### src/rtl/note_sequencer_pkg.sv
// Shared definitions for the note sequencer: state encodings and default widths,
// kept here so a future multi-voice arbiter can reuse them.
package note_sequencer_pkg;

    typedef enum logic [1:0] {
        ST_IDLE = 2'd0,
        ST_LOAD = 2'd1,
        ST_PLAY = 2'd2
    } seq_state_e;

    localparam int DEF_FREQ_WIDTH = 8;
    localparam int DEF_DUR_WIDTH  = 8;
    localparam int DEF_DEPTH      = 16;
    localparam int DEF_TICK_DIV   = 1000;

    // Counter width for a modulo-n count, never narrower than one bit.
    function automatic int cnt_width(input int n);
        return (n > 1) ? $clog2(n) : 1;
    endfunction

endpackage

### src/rtl/note_sequencer_tick_prescaler.sv
// Modulo-TICK_DIV down-counter; tick is high for the one cycle the count hits zero
// while enabled. A clear restarts the full period.
module tick_prescaler
    import note_sequencer_pkg::*;
#(
    parameter int TICK_DIV = DEF_TICK_DIV
) (
    input  logic clk,
    input  logic reset,
    input  logic clr,
    input  logic en,
    output logic tick
);

    localparam int              CW   = cnt_width(TICK_DIV);
    localparam logic [CW-1:0]   LAST = CW'(TICK_DIV - 1);

    logic [CW-1:0] cnt_q;
    logic [CW-1:0] cnt_d;

    always_comb begin
        cnt_d = cnt_q;
        if (clr) begin
            cnt_d = LAST;
        end else if (en) begin
            cnt_d = (cnt_q == '0) ? LAST : cnt_q - CW'(1);
        end
    end

    assign tick = en && !clr && (cnt_q == '0);

    always_ff @(posedge clk) begin
        if (reset) begin
            cnt_q <= LAST;
        end else begin
            cnt_q <= cnt_d;
        end
    end

endmodule

### src/rtl/note_sequencer.sv
// One-voice note sequencer: steps through a {period code, duration} pattern memory
// and drives frequency_control and gate for the downstream waveform generator.
module note_sequencer
    import note_sequencer_pkg::*;
#(
    parameter int FREQ_WIDTH = DEF_FREQ_WIDTH,
    parameter int DUR_WIDTH  = DEF_DUR_WIDTH,
    parameter int DEPTH      = DEF_DEPTH,
    parameter int TICK_DIV   = DEF_TICK_DIV,
    localparam int ADDR_W    = $clog2(DEPTH)
) (
    input  logic                  clk,
    input  logic                  reset,
    input  logic                  wr_en,
    input  logic [ADDR_W-1:0]     wr_addr,
    input  logic [FREQ_WIDTH-1:0] wr_freq,
    input  logic [DUR_WIDTH-1:0]  wr_dur,
    input  logic [ADDR_W:0]       seq_len,
    input  logic                  loop,
    input  logic                  start,
    input  logic                  stop,
    output logic [FREQ_WIDTH-1:0] frequency_control,
    output logic                  gate,
    output logic [ADDR_W-1:0]     step,
    output logic                  busy,
    output logic                  done
);

    localparam logic [ADDR_W:0] DEPTH_L = (ADDR_W + 1)'(DEPTH);

    logic [FREQ_WIDTH-1:0] mem_freq [DEPTH];
    logic [DUR_WIDTH-1:0]  mem_dur  [DEPTH];

    always_ff @(posedge clk) begin
        if (wr_en) begin
            mem_freq[wr_addr] <= wr_freq;
            mem_dur[wr_addr]  <= wr_dur;
        end
    end

    seq_state_e            state_q, state_d;
    logic [ADDR_W-1:0]     step_q, step_d;
    logic [ADDR_W:0]       len_q, len_d;
    logic [FREQ_WIDTH-1:0] freq_q, freq_d;
    logic                  gate_q, gate_d;
    logic                  done_q, done_d;
    logic [DUR_WIDTH-1:0]  dur_cnt_q, dur_cnt_d;
    logic                  pre_clr, pre_en, tick;
    logic [ADDR_W:0]       step_next_ext;
    logic                  is_last;

    tick_prescaler #(.TICK_DIV(TICK_DIV)) u_prescaler (
        .clk   (clk),
        .reset (reset),
        .clr   (pre_clr),
        .en    (pre_en),
        .tick  (tick)
    );

    assign step_next_ext = {1'b0, step_q} + (ADDR_W + 1)'(1);
    assign is_last       = (step_next_ext >= len_q);

    always_comb begin
        state_d   = state_q;
        step_d    = step_q;
        len_d     = len_q;
        freq_d    = freq_q;
        gate_d    = gate_q;
        done_d    = 1'b0;
        dur_cnt_d = dur_cnt_q;
        pre_clr   = 1'b0;
        pre_en    = 1'b0;
        case (state_q)
            ST_IDLE: begin
                if (start && !stop) begin
                    if (seq_len != '0) begin
                        len_d   = (seq_len > DEPTH_L) ? DEPTH_L : seq_len;
                        step_d  = '0;
                        state_d = ST_LOAD;
                    end else begin
                        done_d = 1'b1;
                    end
                end
            end
            ST_LOAD: begin
                pre_clr = 1'b1;
                if (stop) begin
                    state_d = ST_IDLE;
                    step_d  = '0;
                    freq_d  = '0;
                    gate_d  = 1'b0;
                end else begin
                    freq_d    = mem_freq[step_q];
                    gate_d    = (mem_freq[step_q] != '0);
                    // Duration counts down to zero; a zero duration plays as one tick.
                    dur_cnt_d = (mem_dur[step_q] == '0) ? '0 : mem_dur[step_q] - DUR_WIDTH'(1);
                    state_d   = ST_PLAY;
                end
            end
            ST_PLAY: begin
                pre_en = 1'b1;
                if (stop) begin
                    state_d = ST_IDLE;
                    step_d  = '0;
                    freq_d  = '0;
                    gate_d  = 1'b0;
                end else if (tick && dur_cnt_q == '0) begin
                    gate_d = 1'b0;
                    if (!is_last) begin
                        step_d  = step_q + ADDR_W'(1);
                        state_d = ST_LOAD;
                    end else if (loop) begin
                        step_d  = '0;
                        state_d = ST_LOAD;
                    end else begin
                        step_d  = '0;
                        freq_d  = '0;
                        done_d  = 1'b1;
                        state_d = ST_IDLE;
                    end
                end else if (tick) begin
                    dur_cnt_d = dur_cnt_q - DUR_WIDTH'(1);
                end
            end
            default: begin
                state_d = ST_IDLE;
                step_d  = '0;
                freq_d  = '0;
                gate_d  = 1'b0;
            end
        endcase
    end

    always_ff @(posedge clk) begin
        if (reset) begin
            state_q   <= ST_IDLE;
            step_q    <= '0;
            len_q     <= '0;
            freq_q    <= '0;
            gate_q    <= 1'b0;
            done_q    <= 1'b0;
            dur_cnt_q <= '0;
        end else begin
            state_q   <= state_d;
            step_q    <= step_d;
            len_q     <= len_d;
            freq_q    <= freq_d;
            gate_q    <= gate_d;
            done_q    <= done_d;
            dur_cnt_q <= dur_cnt_d;
        end
    end

    assign frequency_control = freq_q;
    assign gate              = gate_q;
    assign step              = step_q;
    assign busy              = (state_q != ST_IDLE);
    assign done              = done_q;

endmodule

### config.mk
export PLATFORM = sky130hd
export DESIGN_NAME = note_sequencer
export DESIGN_NICKNAME = d
export VERILOG_FILES = /design/src/rtl/note_sequencer_pkg.sv /design/src/rtl/note_sequencer_tick_prescaler.sv /design/src/rtl/note_sequencer.sv
export SDC_FILE = /design/constraint.sdc
export NUM_CORES = 1
export LEC_CHECK = 0
export BUFFER_PORTS_ARGS = -buffer_cell sky130_fd_sc_hd__buf_2
export CORE_ASPECT_RATIO = 0.7
export CORE_UTILIZATION = 45
export DETAILED_ROUTE_END_ITERATION = 10
export SLEW_MARGIN = 20
export SYNTH_ARGS = -nofsm -noshare
export SYNTH_HDL_FRONTEND = slang
export SYNTH_HIERARCHICAL = 1
export SYNTH_SLANG_ARGS = --single-unit
### constraint.sdc
create_clock -name clk -period 2.8 [get_ports clk]
set_input_delay 0.42 -clock clk [delete_from_list [all_inputs] [get_ports clk]]
set_output_delay 0.42 -clock clk [all_outputs]
set_load 0.05 [all_outputs]
# Yosys cells after proc, flatten, opt, wreduce, memory -nomap -nowiden
# Memories as Yosys holds them, arrays and structs flattened. A register that Yosys moved wholly into a read port is not among the register bits.
# Index checks and enable logic that the tools add are counted.
op_classes:
  multipliers: 0
  bitwise: 1
  muxes: 48
  div_mod_pow: 0
  eq_ne: 12
  reduce_logical: 21
  n_lt_le_gt_ge: 2
  add_sub_neg: 5
  n_shift: 0
op_table:
  columns: ["operator", "count"]
  rows:
  - ["$mux W8", 10]
  - ["$mux W4", 10]
  - ["$pmux W8 S3", 1]
  - ["$logic_not A8 Y1", 2]
  - ["$pmux W8 S2", 1]
  - ["$sub A8 B1 Y8 const B", 2]
  - ["$mux W1", 15]
  - ["$ne A2 B2 Y1 const B", 7]
  - ["$pmux W4 S3", 1]
  - ["$logic_not A10 Y1", 1]
  - ["$mux W10", 1]
  - ["$mux W2", 5]
  - ["$sub A10 B1 Y10 const B", 1]
  - ["$ne A3 B3 Y1 const B", 3]
  - ["$reduce_and A4 Y1", 2]
  - ["$reduce_bool A8 Y1", 1]
  - ["$pmux W2 S3", 1]
  - ["$reduce_and A3 Y1", 2]
  - ["$add A4 B1 Y5 const B", 1]
  - ["$ge A5 B5 Y1", 1]
  - ["$gt A5 B5 Y1 const B", 1]
  - ["$mux W5", 1]
  - ["$reduce_and A5 Y1", 1]
  - ["$reduce_bool A5 Y1", 1]
  - ["12 further kinds", 17]
word_totals:
  elab_cells: 99
  out_inout_bits: 15
  n_memories: 2
  register_bits: 39
  latch_bits: 0
  romBits: 0
  ram_bits: 256
mem_list:
  columns: ["name", "depth", "width", "rd", "rd_clocked_by_memory_dff", "wr", "line", "text"]
  rows:
  - ["mem_dur", 16, 8, 1, 1, 1, "note_sequencer.sv:32", "logic [DUR_WIDTH-1:0] mem_dur [DEPTH];"]
  - ["mem_freq", 16, 8, 1, 1, 1, "note_sequencer.sv:31", "logic [FREQ_WIDTH-1:0] mem_freq [DEPTH];"]

# Logic depth before layout (Yosys ltp)
# Gate-level depths: netlist of the first run.
depth:
  ltp_word: 11
  depth_mapped: 15

# Hierarchy
# The synthesis of the first run kept the hierarchy.
by_module_without_submodules:
  columns: ["module", "instances", "area_per_inst_um2", "cells_each"]
  rows:
  - ["note_sequencer", 1, 11686.2, 653]
  - ["tick_prescaler", 1, 535.5, 59]

# Worst setup path before layout of the first run
# Ideal clock, no wire load.
synth_path:
  path_type: "reg-to-reg"
  start: "reg state_q[0]"
  end: "reg with a tool-made name"
  path_stages_with_launch: 13
  path_slack_ns: -0.073
  arrival_time_ns: 2.795
  period_less_slack_ns: 2.873
  required_time_ns: 2.722
  path_cell_list: "dfxtp_1 -> nand2b_1 -> inv_1 -> nor4b_4 -> nand2_1 -> nor4_1 -> nand2_1 -> or4_1 -> a21oi_1 -> o21ai_1 -> nor3b_1 -> o21ai_0 -> a21oi_1"
synth_lines:
  columns: ["item", "line", "text"]
  rows:
  - ["start, declared", "note_sequencer.sv:41", "seq_state_e state_q, state_d;"]
  - ["start signal, assigned", "note_sequencer.sv:144", "state_q <= state_d;"]

# Worst setup path after layout of the first run
layout_path:
  start: "reg u_prescaler.cnt_q[7]"
  end: "reg dur_cnt_q[5]"
layout_via:
  elab_chain_cells: 5
  elab_cells_between_ends: 6
  classes_between: "eq/ne (2); reduce/logical (4)"
layout_rtl:
  columns: ["item", "line", "text"]
  rows:
  - ["start, declared", "note_sequencer_tick_prescaler.sv:18", "logic [CW-1:0] cnt_q;"]
  - ["start signal, assigned", "note_sequencer_tick_prescaler.sv:36", "cnt_q <= cnt_d;"]
  - ["$logic_not A10 Y1 (*)", "note_sequencer_tick_prescaler.sv:30", "assign tick = en && !clr && (cnt_q == '0);"]
  - ["$logic_and A1 B1 Y1 (*)", "note_sequencer_tick_prescaler.sv:30", null]
  - ["via tick", "note_sequencer.sv:48", "logic pre_clr, pre_en, tick;"]
  - ["$logic_and A1 B1 Y1", "note_sequencer.sv:107", "end else if (tick && dur_cnt_q == '0) begin"]
  - ["$ne A2 B2 Y1 (no source line)", null, null]
  - ["$reduce_and A5 Y1 (no source line) (*)", null, null]
  - ["end signal, assigned", "note_sequencer.sv:150", "dur_cnt_q <= dur_cnt_d;"]
  - ["end, declared", "note_sequencer.sv:47", "logic [DUR_WIDTH-1:0] dur_cnt_q, dur_cnt_d;"]
# Mark *: on every way through the listed nets, which the timed path passes. The rest lies on a longest branch.
# A chain may end at the register's enable or synchronous reset.

==> results.py, run 1 <==
metrics = {
    "outcome": {
        "status": "finished, final reports clean",
    },
    "clock_tree": {
        "cts-buffers-inserted": 28,
        "htree_levels": 1,
        "cts_hold_buffers": 0,
        "clk_latency_ns": 0.55,
        "ctsLongestPathBuffers": 3,
        "cts_tree": "built",
        "cts.sinks": 299,
        "path_clk_slew_ns": 0.06,
        "cts_root_buf": "clkbuf_16",
    },
    "hold_path": {
        "worstHoldPathType": "in2reg",
    },
    "power": {
        "peakVddDrop_v": 0.000573,
        "power_density_nw_per_um2": 646,
        "p_leak_uw": 0.00470,
    },
    "synth": {
        "async_reset_ff_share_pct": 0,
        "synthMuxAreaShare_pct": 13.6,
        "synth_edf_count": 256,
        "yosysTopAreaCellShare_pct": 62.9,
        "syn_nets": 753,
        "ys.flop_type": "edfxtp_1",
        "synth_fa_ha_area_share_pct": 1.02,
        "yosysUniqueCellTypes": 62,
        "synth_top_cells_by_area": "edfxtp_1 (63%), mux4_2 (13%), dfxtp_1 (7.0%)",
        "syn_area_per_cell_um2": 17.2,
        "synth-compound-area-share_pct": 4.71,
        "syn_inst": 712,
        "synth_seq_cells": 299,
        "ys_seq_area_share_pct": 69.9,
        "synth-xor-area-share_pct": 1.00,
        "synth_area_leader_cell": "edfxtp_1",
        "ys_warn_count": 6,
        "synthesis.area_um2": 12200,
        "yosys.area_share.simple_pct": 7.56,
        "synth_top_family_by_area": "multiplexers",
    },
    "sta": {
        "min_period_ns": 2.64,
        "worst_slew_pin_slew_ns": 0.753,
        "max_freq_ghz": 0.379,
        "slew_headroom_pct": 49.8,
        "finalSetupViolations": 0,
        "min_period_over_period_pct": 94.2,
        "skew_ns": 0.0160,
        "hold_viol": 0,
        "drv_slew": 0,
    },
    "worst_setup_path": {
        "endpoint": "dur_cnt_q[5]",
        "reg2reg_slack_ns": 0.16,
        "reg2reg_to": "dur_cnt_q[5]",
        "crit_slowest_cell": "or4_1",
        "path_class": "reg2reg",
        "reg2reg_depth": 10,
        "path_cells": "or4_1, nor4_2, buf_4, nand2_1, or4_4, nand3_1, a21oi_1, buf_4, nor2_1, a311oi_2",
        "worstReg2RegStart": "u_prescaler/cnt_q[7]",
        "start_kind": "register",
        "cp_common_cell": "buf_4",
        "worstSetupStartpoint": "u_prescaler/cnt_q[7]",
        "arrival_ns": 3.04,
        "endpoint_kind": "register",
        "cp_max_fo": 11,
        "required_ns": 3.20,
        "max_stage_delay_ns": 0.56,
    },
    "place": {
        "gp_congestion": 0.850,
        "dp.final_hpwl_mm": 17.1,
        "portBuffers": 45,
        "dp.cells": 1143,
    },
    "drt": {
        "drc": 0,
        "vias_per_cell": 5.70,
        "drt_iter0_markers": 499,
        "firstDrtPassIters": 5,
        "dr_total_vias": 6845,
        "wl_per_cell_um": 23.1,
        "routed_wl_mm": 27.7,
        "ant_nets": 0,
    },
    "finish": {
        "multi_input_area_um2": 3540,
        "final_common_cell": "edfxtp_1",
        "layout_common_cells": "edfxtp_1 (256), mux4_2 (69), buf_4 (53)",
        "ff_latch_area_um2": 8560,
        "layout.nets": 858,
        "area.growth.synth_to_final_pct": 17.6,
        "final_layout_size_suffix_gt1_share_pct": 31.8,
        "layout.cells.non_filler": 1200,
        "diodes": 0,
        "fill_cells": 2173,
        "final_util_pct": 53.8,
    },
    "global_route": {
        "grt_pass1_wl_mm": 41.4,
        "grt_pass1_vias": 6937,
        "grt_usage_pct": 20.3,
        "overflow": 0,
        "grt_start_max_net_pins": 42,
        "antenna_found_initial": 1,
    },
    "floorplan": {
        "fp-row-count": 50,
        "dieArea_um2": 27800,
        "pin_count": 46,
        "initial_core_util_pct": 45.8,
        "die_x_um": 199,
        "die_y_um": 140,
        "core_region_area_um2": 26700,
    },
    "run": {
        "cap_violations": 0,
    },
}
-- per-stage QoR --
stage | setup WS [ns] | area, um^2 | power [uW] | TNS (ns) | hold WS, ns
after floorplan | 0.0358 | 12200 | 5270 | 0 | 0.432
after global placement | -0.00686 | 13200 | 5420 | -0.00686 | 0.443
after detailed placement | -0.0229 | 13200 | 5450 | -0.0375 | 0.449
after CTS | 0.0136 | 14200 | 9340 | 0 | 0.141
after global routing | -0.00590 | 14400 | 9560 | -0.0115 | 0.160
final | 0.162 | 14400 | 9280 | 0 | 0.165
-- kinds of logic after synthesis --
logic type | Yosys count
AO/OA/AOI/OAI | 84
XOR/XNOR | 14
adder cells (fa/ha/maj) | 10
buffers and inverters | 56
flip-flops | 299
multiplexers | 78
AND/OR/NAND/NOR | 171
-- worst min path at each step --
stage               start       end  slack, ns  cells after the start
3_3_place_gp     len_q[3]  len_q[3]       0.44                      2
5_1_grt        seq_len[3]  len_q[3]       0.16                      3
2_1_floorplan    len_q[1]  len_q[1]       0.43                      2
6_report       seq_len[4]  len_q[4]       0.16                      3
4_1_cts        seq_len[4]  len_q[4]       0.14                      3
3_5_place_dp     len_q[3]  len_q[3]       0.45                      2
-- final cells by class --
class / instances / area share (%)
inverters: 25 / 0.653
clock buffers: 36 / 5.23
repair buffers: 106 / 5.48
multi-input cells: 357 / 24.6
clock inverters: 13 / 1.32
well taps: 364 / 3.17
flip-flops and latches: 299 / 59.5
-- state kept, by name, indices dropped and copies added, names as in the netlist, named ones only --
register           flops
frequency_control      8
gate                   1
dur_cnt_q              8
mem_freq             128
step                   4
u_prescaler/cnt_q     10
mem_dur              128
len_q                  5
state_q                2
done                   1
-- what timing repair did --
item,CTS,global route
pin swaps,3,6
cloned,0,2
setup endpoints to repair,6,16
gates resized for setup,6,16
hold endpoints to repair,0,0
buffers inserted,2,4
-- critical path, delay by kind of cell, from the launching register on --
family | cells | cell delay (ns)
flip-flops | 1 | 0.34
AO/OA/AOI/OAI | 2 | 0.29
buffers and inverters | 2 | 0.40
AND/OR/NAND/NOR | 6 | 1.47
-- metal layers --
metal / part of all wire, % / vias up / routed length [um] / track usage (%)
li1: - / 3058 / - / -
met1: 47 / 3543 / 13100 / 30.4
met2: 45 / 209 / 12600 / 30.8
met3: 5.7 / 35 / 1590 / 4.05
met4: 1.8 / 0 / 498 / 4.41
met5: 0 / - / 0 / 0
-- power breakdown --
group	internal [uW]	switching (uW)	leakage, uW	total (uW)
clock network	2340	1580	0.000447	3930
registers	4920	34.0	0.00266	4960
logic	133	265	0.00159	398
total	7400	1880	0.00470	9280
-- Yosys cell counts (all sizes together) (3+ instances only) --
master	number
nor2b	3
a31oi	4
nor3	16
o31ai	10
mux2i	5
a31o	3
nand2	40
o22ai	3
inv	25
mux2	3
nor4b	4
xnor2	5
edfxtp	256
mux4	70
xor2	9
or2	3
nand3b	11
nand2b	6
dfxtp	43
nor3b	9
buf	14
clkbuf	17
or3b	3
a21oi	21
ha	10
a22oi	12
or4	3
nor2	36
nor4	9
a21o	4
o21ai	15
nand3	18
No activity file was read; power rests on OpenSTA's default activity.
==> run 2, diff against run 1 <==
--- a/config.mk
+++ b/config.mk
@@ -9,6 +9,7 @@
 export CORE_ASPECT_RATIO = 0.7
 export CORE_UTILIZATION = 45
 export DETAILED_ROUTE_END_ITERATION = 10
+export REMOVE_ABC_BUFFERS = 1
 export SLEW_MARGIN = 20
 export SYNTH_ARGS = -nofsm -noshare
 export SYNTH_HDL_FRONTEND = slang
==> run 2 against run 1 <==
Effect of this change:
- design area about the same
- clock power down 5%
- die area unchanged
- maximum frequency decreased by 2.4%
- combinational power up 3%
- non-clock buffer count grew 2
- final cell count grew 0.42%
- register-to-register slack got worse by 0.07 ns
- sequential power barely moved
- via count is 0.47% lower
- first-iteration DRC count increased by 21%
- clock-buffer cell count did not move
- critical endpoint is now dur_cnt_q[6]
==> results.py, run 2 (synthesis gave the netlist of run 1 again) <==
metrics = {
    "worst_setup_path": {
        "endpoint_kind": "register",
        "required_ns": 3.26,
        "start_kind": "register",
        "cp_max_fo": 8,
        "max_stage_delay_ns": 0.50,
        "arrival_ns": 3.17,
        "crit_slowest_cell": "mux4_2",
        "path_cells": "buf_4, mux4_2, a22oi_2, nand2_2, inv_2, ha_4, nand3b_1, o22ai_1, a31oi_1, nor4_2, xor2_1, a21oi_1, nor3_1",
        "path_class": "reg2reg",
    },
    "clock_tree": {
        "clk_latency_ns": 0.54,
        "cts-buffers-inserted": 28,
        "path_clk_slew_ns": 0.06,
        "htree_levels": 1,
        "ctsLongestPathBuffers": 3,
        "cts.sinks": 299,
        "cts_tree": "built",
        "cts_root_buf": "clkbuf_16",
    },
    "global_route": {
        "grt_pass1_wl_mm": 41.7,
        "antenna_found_initial": 2,
        "grt_start_max_net_pins": 39,
        "grt_usage_pct": 20.4,
        "grt_pass1_vias": 6805,
        "overflow": 0,
    },
    "finish": {
        "fill_cells": 2162,
        "layout_common_cells": "edfxtp_1 (256), mux4_2 (69), buf_4 (56)",
        "final_layout_size_suffix_gt1_share_pct": 32.1,
        "layout.nets": 860,
        "final_common_cell": "edfxtp_1",
        "area.growth.synth_to_final_pct": 17.5,
        "reg_top3": "mem_dur: 128 flops, mem_freq: 128 flops, u_prescaler/cnt_q: 10 flops",
    },
    "sta": {
        "hold_ws_ns": 0.152,
        "worst_slew_pin_slew_ns": 0.990,
        "drv_slew": 0,
        "finalSetupViolations": 0,
        "max_freq_ghz": 0.370,
        "tns_ns": 0,
        "min_period_ns": 2.70,
        "hold_viol": 0,
        "skew_ns": 0.0165,
        "min_period_over_period_pct": 96.6,
        "slew_headroom_pct": 33.5,
    },
    "floorplan": {
        "dieArea_um2": 27800,
        "die_x_um": 199,
        "fp-row-count": 50,
        "initial_core_util_pct": 45.8,
        "die_y_um": 140,
        "core_region_area_um2": 26700,
        "pin_count": 46,
    },
    "hold_path": {
        "worstHoldPathType": "in2reg",
    },
    "drt": {
        "vias_per_cell": 5.65,
        "dr_total_vias": 6813,
        "wl_per_cell_um": 22.9,
        "drt_iter0_markers": 603,
        "firstDrtPassIters": 5,
        "ant_nets": 0,
        "drc": 0,
        "routed_wl_mm": 27.6,
    },
    "power": {
        "power_density_nw_per_um2": 635,
        "p_leak_uw": 0.00469,
        "peakVddDrop_v": 0.000512,
    },
    "place": {
        "dp.final_hpwl_mm": 17.0,
        "gp_congestion": 0.846,
        "portBuffers": 45,
    },
    "run": {
        "cap_violations": 0,
    },
    "outcome": {
        "status": "finished, final reports clean",
    },
}
## run 2: where the power goes
part / internal, uW / switching, uW
Sequential: 4920 / 34.1
Clock: 2160 / 1580
Combinational: 137 / 271
## run 2: routing by layer
layer	global-route usage [%]	vias to the layer above	part of all wire, %
met5	0	-	0
li1	-	3074	-
met1	30.6	3543	47
met4	3.32	0	1.3
met3	2.86	31	4.7
met2	32.2	165	47
## run 2: timing repair
item | in CTS | in global routing
pin swaps | 1 | 11
gates resized for setup | 1 | 28
hold buffers | 0 | 0
setup buffers | 1 | 6
endpoints found under the setup margin | 3 | 18
## run 2: final timing paths
path         startpoint            to  slack, ns  depth (start not counted)
max            register  dur_cnt_q[6]        0.1                         13
min          seq_len[4]      len_q[4]       0.15                          3
max reg2reg    register  dur_cnt_q[6]        0.1                         13
min reg2reg    len_q[1]      len_q[1]       0.47                          2
## run 2: metrics by stage
stage	total power (uW)	setup WS (ns)	util, %	cell area (um^2)	std cells
after floorplan	5250	-1.98	-	12100	681
after global placement	5430	-0.0509	49.7	13300	1146
after detailed placement	5450	-0.0889	49.7	13300	1146
after CTS	9170	0.00463	53.1	14200	1198
after global routing	9370	-0.0736	53.7	14400	1204
final	9110	0.0957	53.7	14400	1205
## run 2: critical path, delay by kind of cell (launching register included)
family,cells,cell delay [ns]
multiplexers,1,0.50
buffers and inverters,2,0.23
AND/OR/NAND/NOR,4,0.62
XOR/XNOR,1,0.20
AO/OA/AOI/OAI,4,0.53
flip-flops,1,0.40
adder cells (fa/ha/maj),1,0.14
## run 2: final cells by class
type                    instances  area [um^2]  area share [%]
flip-flops and latches        299         8560            59.6
multi-input cells             357         3570            24.9
repair buffers                108          781            5.44
clock buffers                  36          752            5.24
well taps                     364          455            3.17
clock inverters                15          145            1.01
inverters                      25         93.8           0.654
diodes                          1         2.50          0.0174
